`src/rtl/crc32_rx_ctrl.sv`:
```
// Receive frame sequencer with nibble-wide CRC-32 check for the 25 MHz domain.
// Optional frame statistics counters are enabled with `define CRC_RX_STATS_EN.
module crc32_rx_ctrl #(
  parameter logic [31:0] CRC_POLY_REF = 32'hEDB88320,
  parameter logic [31:0] CRC_INIT     = 32'hFFFFFFFF,
  parameter logic [31:0] CRC_RESIDUE  = 32'hDEBB20E3,
  parameter int unsigned MIN_NIBBLES  = 128,
  parameter int unsigned MAX_NIBBLES  = 3036
) (
  input  logic        clk_25Mz,
  input  logic        rst,
  input  logic        rx_dv,
  input  logic [3:0]  data_in,
  output logic        frame_done,
  output logic        crc_ok,
  output logic [11:0] len_nibbles,
  output logic        err_short,
  output logic        err_long,
  output logic        err_odd,
  output logic [31:0] crc_value,
  output logic        busy,
  output logic [15:0] good_cnt,
  output logic [15:0] bad_cnt
);

  localparam logic [11:0] MIN_LEN = 12'(MIN_NIBBLES);
  localparam logic [11:0] MAX_LEN = 12'(MAX_NIBBLES);

  typedef enum logic [1:0] {IDLE, PREAMBLE, DATA, DROP} state_t;

  state_t      state, state_nxt;
  logic [11:0] cnt;
  logic [31:0] crc_step;
  logic        sfd_hit, eof_hit;
  logic        res_ok, res_short, res_long, res_odd;

  always_ff @(posedge clk_25Mz or posedge rst) begin
    if (rst) state <= IDLE;
    else     state <= state_nxt;
  end

  always_comb begin
    state_nxt = state;
    case (state)
      IDLE:     if (rx_dv) state_nxt = (data_in == 4'h5) ? PREAMBLE : DROP;
      PREAMBLE: begin
        if (!rx_dv)                 state_nxt = IDLE;
        else if (data_in == 4'hD)   state_nxt = DATA;
        else if (data_in != 4'h5)   state_nxt = DROP;
      end
      DATA:     if (!rx_dv) state_nxt = IDLE;
      DROP:     if (!rx_dv) state_nxt = IDLE;
      default:  state_nxt = IDLE;
    endcase
  end

  always_comb begin
    busy    = (state != IDLE);
    sfd_hit = (state == PREAMBLE) && rx_dv && (data_in == 4'hD);
    eof_hit = (state == DATA) && !rx_dv;
  end

  // Four serial LFSR steps unrolled into one combinational nibble update, bit 0 first.
  always_comb begin
    crc_step = crc_value;
    for (int unsigned i = 0; i < 4; i++)
      crc_step = (crc_step >> 1) ^ ({32{crc_step[0] ^ data_in[i]}} & CRC_POLY_REF);
  end

  always_comb begin
    res_ok    = (crc_value == CRC_RESIDUE);
    res_short = (cnt < MIN_LEN);
    res_long  = (cnt > MAX_LEN);
    res_odd   = cnt[0];
  end

  always_ff @(posedge clk_25Mz or posedge rst) begin
    if (rst) begin
      crc_value   <= CRC_INIT;
      cnt         <= '0;
      frame_done  <= 1'b0;
      crc_ok      <= 1'b0;
      len_nibbles <= '0;
      err_short   <= 1'b0;
      err_long    <= 1'b0;
      err_odd     <= 1'b0;
    end else begin
      frame_done <= 1'b0;
      if (sfd_hit) begin
        crc_value <= CRC_INIT;
        cnt       <= '0;
      end else if (state == DATA && rx_dv) begin
        crc_value <= crc_step;
        if (cnt != '1) cnt <= cnt + 12'd1;
      end
      if (eof_hit) begin
        frame_done  <= 1'b1;
        crc_ok      <= res_ok;
        len_nibbles <= cnt;
        err_short   <= res_short;
        err_long    <= res_long;
        err_odd     <= res_odd;
      end
    end
  end

`ifdef CRC_RX_STATS_EN
  always_ff @(posedge clk_25Mz or posedge rst) begin
    if (rst) begin
      good_cnt <= '0;
      bad_cnt  <= '0;
    end else if (eof_hit) begin
      if (res_ok && !res_short && !res_long && !res_odd) begin
        if (good_cnt != '1) good_cnt <= good_cnt + 16'd1;
      end else begin
        if (bad_cnt != '1) bad_cnt <= bad_cnt + 16'd1;
      end
    end
  end
`else
  assign good_cnt = '0;
  assign bad_cnt  = '0;
`endif

endmodule

```
`config.mk`:
```
export PLATFORM = sky130hd
export DESIGN_NAME = crc32_rx_ctrl
export DESIGN_NICKNAME = d
export VERILOG_FILES = /design/src/rtl/crc32_rx_ctrl.sv
export SDC_FILE = /design/constraint.sdc
export NUM_CORES = 1
export LEC_CHECK = 0
export BUFFER_PORTS_ARGS = -buffer_cell sky130_fd_sc_hd__buf_2
export CORE_ASPECT_RATIO = 0.5
export CORE_MARGIN = 1
export CORE_UTILIZATION = 40
export DETAILED_ROUTE_END_ITERATION = 8
export PLACE_DENSITY = 0.7
export SLEW_MARGIN = 10
export SYNTH_ARGS = -nofsm -noshare
export SYNTH_HDL_FRONTEND = slang
export SYNTH_SLANG_ARGS = --single-unit
```
`constraint.sdc`:
```
create_clock -name clk_25Mz -period 4.4 [get_ports clk_25Mz]
set_clock_uncertainty 0.2 [all_clocks]
set_input_delay 0.22 -clock clk_25Mz [delete_from_list [all_inputs] [get_ports clk_25Mz]]
set_output_delay 0.22 -clock clk_25Mz [all_outputs]
set_load 0.01 [all_outputs]
```
Word level (Yosys, flattened, before mapping):

Cells that the tools add are included.

* bits in registers: 63
* input port bits: 7
* output and inout bits: 82
* word-level logic and storage cells: 56

* add/sub/neg operators: 1
* order comparisons: 2
* equal/unequal tests: 11
* multiplexer cells: 13
* bitwise gates (word level): 8
* reduce and logical (&&, ||, !) cells: 12

Operators with widths (count)
* 31-bit by 32-bit bitwise XOR with 32-bit output: 4
* 32-bit two-way mux: 2
* 12-bit two-way mux: 3
* 32-bit equality test (second input constant): 1
* 12-bit by 1-bit adder with 12-bit output (second input constant): 1
* 12-bit greater-than comparator (second input constant): 1
* 12-bit by 8-bit < comparator with 1-bit output (second input constant): 1
* 2-bit two-way mux: 6
* 12-bit inequality test (second input constant): 1
* 4-bit by 3-bit inequality test with 1-bit output (second input constant): 2
* 2-bit one-hot mux with 3 select lines: 1
* 2-bit nonzero test: 3
* 2-bit equality test (second input constant): 2
* 4-bit by 3-bit equality test with 1-bit output (second input constant): 1
* 4-bit equality test (second input constant): 1
* 1-bit logical AND: 4
* 2-bit inequality test (second input constant): 2
* 1-bit bitwise XOR: 4
* 3-bit AND reduction: 1
* 2-bit by 1-bit equality test with 1-bit output (second input constant): 1
* 2-bit logical NOT: 1
* 2-bit AND reduction: 1
* 2-bit OR reduction: 1
* 1-bit logical NOT: 1
* 1-bit two-way mux: 1

Depth between registers and ports, before layout:

* depth after elaboration: 10
* mapped depth: 6
* gate-level depth less buffers: 5

Worst setup path before layout:

OpenSTA, ideal clock, no wires.

* path type: flip-flop to flip-flop
* start: register crc_value[0]
* end: register crc_value[20]
* setup time: 68 ps
* arrival: 1722 ps
* required time: 4132 ps
* setup slack: 2410 ps
* stages on the path, launching flop included: 5
* clock period less this slack: 1990 ps
* path through: dfstp_2 > xor2_4 > xnor3_2 > xor2_1 > a2bb2oi_2

* word-level cells in the longest chain between the ends: 7

Ends and longest elaborated chain
* start: declaration: RTL line 20 `output logic [31:0] crc_value,`
* start signal: assignment: RTL line 93 `crc_value <= crc_step;`
* 1-bit bitwise XOR: RTL line 67 `crc_step = (crc_step >> 1) ^ ({32{crc_step[0] ^ data_in[i]}} & CRC_POLY_REF);`
* 31-bit by 32-bit bitwise XOR with 32-bit output (4 in series): RTL line 67
* 32-bit two-way mux: RTL line 92 `end else if (state == DATA && rx_dv) begin`
* 32-bit two-way mux: RTL line 89 `if (sfd_hit) begin`

Every way passes these cells. The select of a mux whose other input is x is not followed.
A chain may end at the register's enable or synchronous reset.

Worst setup path in the final report:

* start: register state[1]
* end: register crc_value[0]

* word-level cells in the longest chain between the ends: 4
* elaborated cells between the ends (all ways): 7

Ends and longest elaborated chain
* start: declaration: RTL line 31 `state_t state, state_nxt;`
* start signal: assignment: RTL line 39 `else state <= state_nxt;`
* 2-bit by 1-bit equality test with 1-bit output: RTL line 59 `sfd_hit = (state == PREAMBLE) && rx_dv && (data_in == 4'hD);`
* 1-bit logical AND (2 in series): RTL line 59
* 32-bit two-way mux or 2-bit nonzero test (tied branches)

Parallel ways exist; a longest one is shown, timed or not.

==> run_results.csv <==
group,metric,value,unit
outcome,status,"completed",
timing,fmax,0.383,GHz
placed_design,portBuffers,56,
finish,drive_above_1_share,0.347,
critical_path,criticalPathCategory,"flip-flop to flip-flop",
critical_path,crit_start,"state[1]",
critical_path,rr_endpoint,"crc_value[0]",
critical_path,crit_path_end_kind,"flip-flop",
timing,period_minus_slack,2.61,ns
timing,tightestPinTransition,1.19,ns
yosys,synth_common_cells,"nand2_1, buf_4, dfstp_2",
detailed_routing,ant_nets,0,
critical_path,r2r_start,"state[1]",
global_route,grt_pass1_vias,2093,
min_path,min_to,"state[1]",
pwr,p_leak,1.83,nW
detailed_routing,wl,6.90,mm
min_path,min_path_cells,2,
die,coreArea,0.00806,mm²
min_path,min_from,"rx_dv",
yosys,synth_top_area_cell,"dfstp_2",
die,die_area,0.00878,mm²
timing,rsz0062_at_grt,"no",
timing,fin_ws,1.79,ns
global_route,grt_max_degree,63,
flow_run,maxCapViolations,0,
global_route,track_usage,0.168,
yosys,synth_area_per_cell,11.2,µm²
yosys,synth_top_flop_cell,"dfstp_2",
timing,setup_violations,0,
timing,tns,0,ns
die,rows,23,
min_path,hold_path_class,"input pin to flip-flop",
placed_design,place_area,0.00361,mm²
placed_design,hpwl,4.61,mm
global_route,grt_remaining_overflow,0,
yosys,synth_cell_type_count,53,
die,start_util,0.416,
yosys,synth-edff-count,0,
clock_network,clock-sinks,62,
finish,area_growth,18.2,%
global_route,antenna_found_initial,0,
timing,slew_headroom,0.207,
finish,fin_util,0.492,
yosys,yosysMostFrequentCell,"nand2_1",
detailed_routing,routedWlPerCell,14.5,µm
finish,n_antenna_cell,0,
yosys,syn_area,0.00335,mm²
timing,finalHoldViolCount,0,
yosys,syn_inst,299,
clock_network,h-tree-depth,3,
critical_path,r2r_cells,4,
yosys,yosys_warnings,0,
critical_path,worstSetupStartpointType,"flip-flop",
detailed_routing,drcViolationCount,0,
critical_path,r2r_slack,1.79,ns
pwr,pwr_density_cell,748,mW/mm²
yosys,synth-async-reset-ratio,1.00,
finish,nets,367,
detailed_routing,first_pass_iters,4,
die,die_w,132,µm
global_route,grt_pass1_wl,11.1,mm
clock_network,path_clk_slew,0.06,ns
yosys,ys_seq_elements,62,
finish,fillers,739,
timing,slew_violations,0,
pwr,peakVddDrop,0.000249,V
detailed_routing,vias,2370,
finish,final_cell_area,0.00397,mm²
placed_design,pre_cts_ws,1.77,ns
placed_design,gp_congestion,0.796,
clock_network,cts_tree,"built",
die,ios,89,
detailed_routing,vias_per_cell,4.99,
yosys,synth_top_area_frac,0.251,
clock_network,insertion_delay,0.33,ns
critical_path,cp_data_required_time,4.47,ns
clock_network,cts-root-buf,"clkbuf_16",
critical_path,worstPathArrival,2.68,ns
clock_network,clk_path_buf_depth,2,
detailed_routing,drt_iter0_drc,201,
yosys,yosysSeqAreaShare,0.474,
yosys,ys_top_cells_by_area,"dfstp_2, dfrtp_1, buf_4, a2bb2oi_1, nand2_1",
critical_path,cp_max_fo,32,
timing,finalCritPeriodShare,0.593,
clock_network,numCtsBuffers,9,
timing,fin_hold_ws,0.0176,ns
die,die_y,66.8,µm
==> cell type report <==
class | count | area [µm²] | share of cell area
clock buffers | 13 | 282 | 0.0710
clock inverters | 3 | 40.0 | 0.0101
inverters | 8 | 30.0 | 0.00757
multi-input cells | 216 | 1560 | 0.393
flip-flops and latches | 62 | 1590 | 0.401
well taps | 112 | 140 | 0.0353
repair buffers | 61 | 325 | 0.0820
==> routing by layer <==
metal	share of wire	up-vias	routed length [µm]	track usage
met5	0	-	0	0
met4	0.012	0	80	0.0523
met3	0.045	8	309	0.0502
met2	0.46	73	3200	0.264
met1	0.48	1171	3320	0.223
li1	-	1118	-	-
==> cells in the final DEF (no fill, tap or decap), types with 6 or more instances in the layout <==
master	synthesis	layout
dfstp_2	32	32
buf_2	3	56
nand2_1	41	41
nor2_1	6	6
o22a_1	6	6
clkbuf_16	0	10
xor2_1	15	15
conb_1	1	32
inv_1	7	6
xnor2_1	12	12
a2bb2oi_1	19	19
o21ai_0	8	8
dfrtp_1	30	30
a2bb2oi_2	6	6
==> sequential cells by signal, summed over array words and instances, names as in the netlist <==
| signal | count |
|---|---|
| frame_done | 1 |
| err_short | 1 |
| crc_value | 32 |
| state | 2 |
| err_long | 1 |
| crc_ok | 1 |
| cnt | 12 |
| len_nibbles | 12 |
==> worst max-delay path by stage <==
| stage | end | slack, ns | cells after the start |
|---|---|---|---|
| finish | crc_value[0] | 1.79 | 4 |
| global route | crc_value[0] | 1.57 | 4 |
| CTS | crc_value[0] | 1.76 | 4 |
| detailed placement | crc_value[0] | 1.77 | 4 |
| global placement | crc_value[0] | 1.77 | 4 |
| floorplan | crc_value[20] | 2.41 | 4 |
==> logic make-up (layout without fill, tap and decap cells) <==
family          Yosys count  count (layout)  synth area share
compound gates           60              60             0.151
xor+xnor                 36              36             0.126
fa+ha+maj                 2               2           0.00746
simple gates             84              84             0.138
flops                    62              62             0.474
buf+inv                  52              85            0.0962
mux                       2               2           0.00597
other cells               1              32           0.00112
==> stage by stage <==
| step | cells | total power, mW |
|---|---|---|
| global route | 475 | 3.15 |
| global placement | 456 | 2.21 |
| CTS | 475 | 2.99 |
| detailed placement | 456 | 2.23 |
| floorplan | 330 | 1.92 |
| finish | 475 | 2.97 |
==> report_power, final <==
part	leakage (nW)	switching (mW)	total, mW	internal [mW]
clock	0.161	0.242	0.743	0.501
combinational	0.932	0.551	1.13	0.576
sequential	0.738	0.236	1.10	0.860
total	1.83	1.03	2.97	1.94
==> timing repair <==
| action | in CTS | in global routing |
|---|---|---|
| resized for setup | 0 | 0 |
| hold endpoints to repair | 31 | 0 |
| hold buffers | 3 | 0 |
| buffers inserted | 0 | 0 |
==> critical path: stages (launching register included) <==
cell and delay (ns):
dfrtp_1 0.41, and4bb_2 0.35, nand4_1 0.31, nand2_1 0.98, o22a_2 0.31
Note: power is estimated with default switching activity, not from simulation.
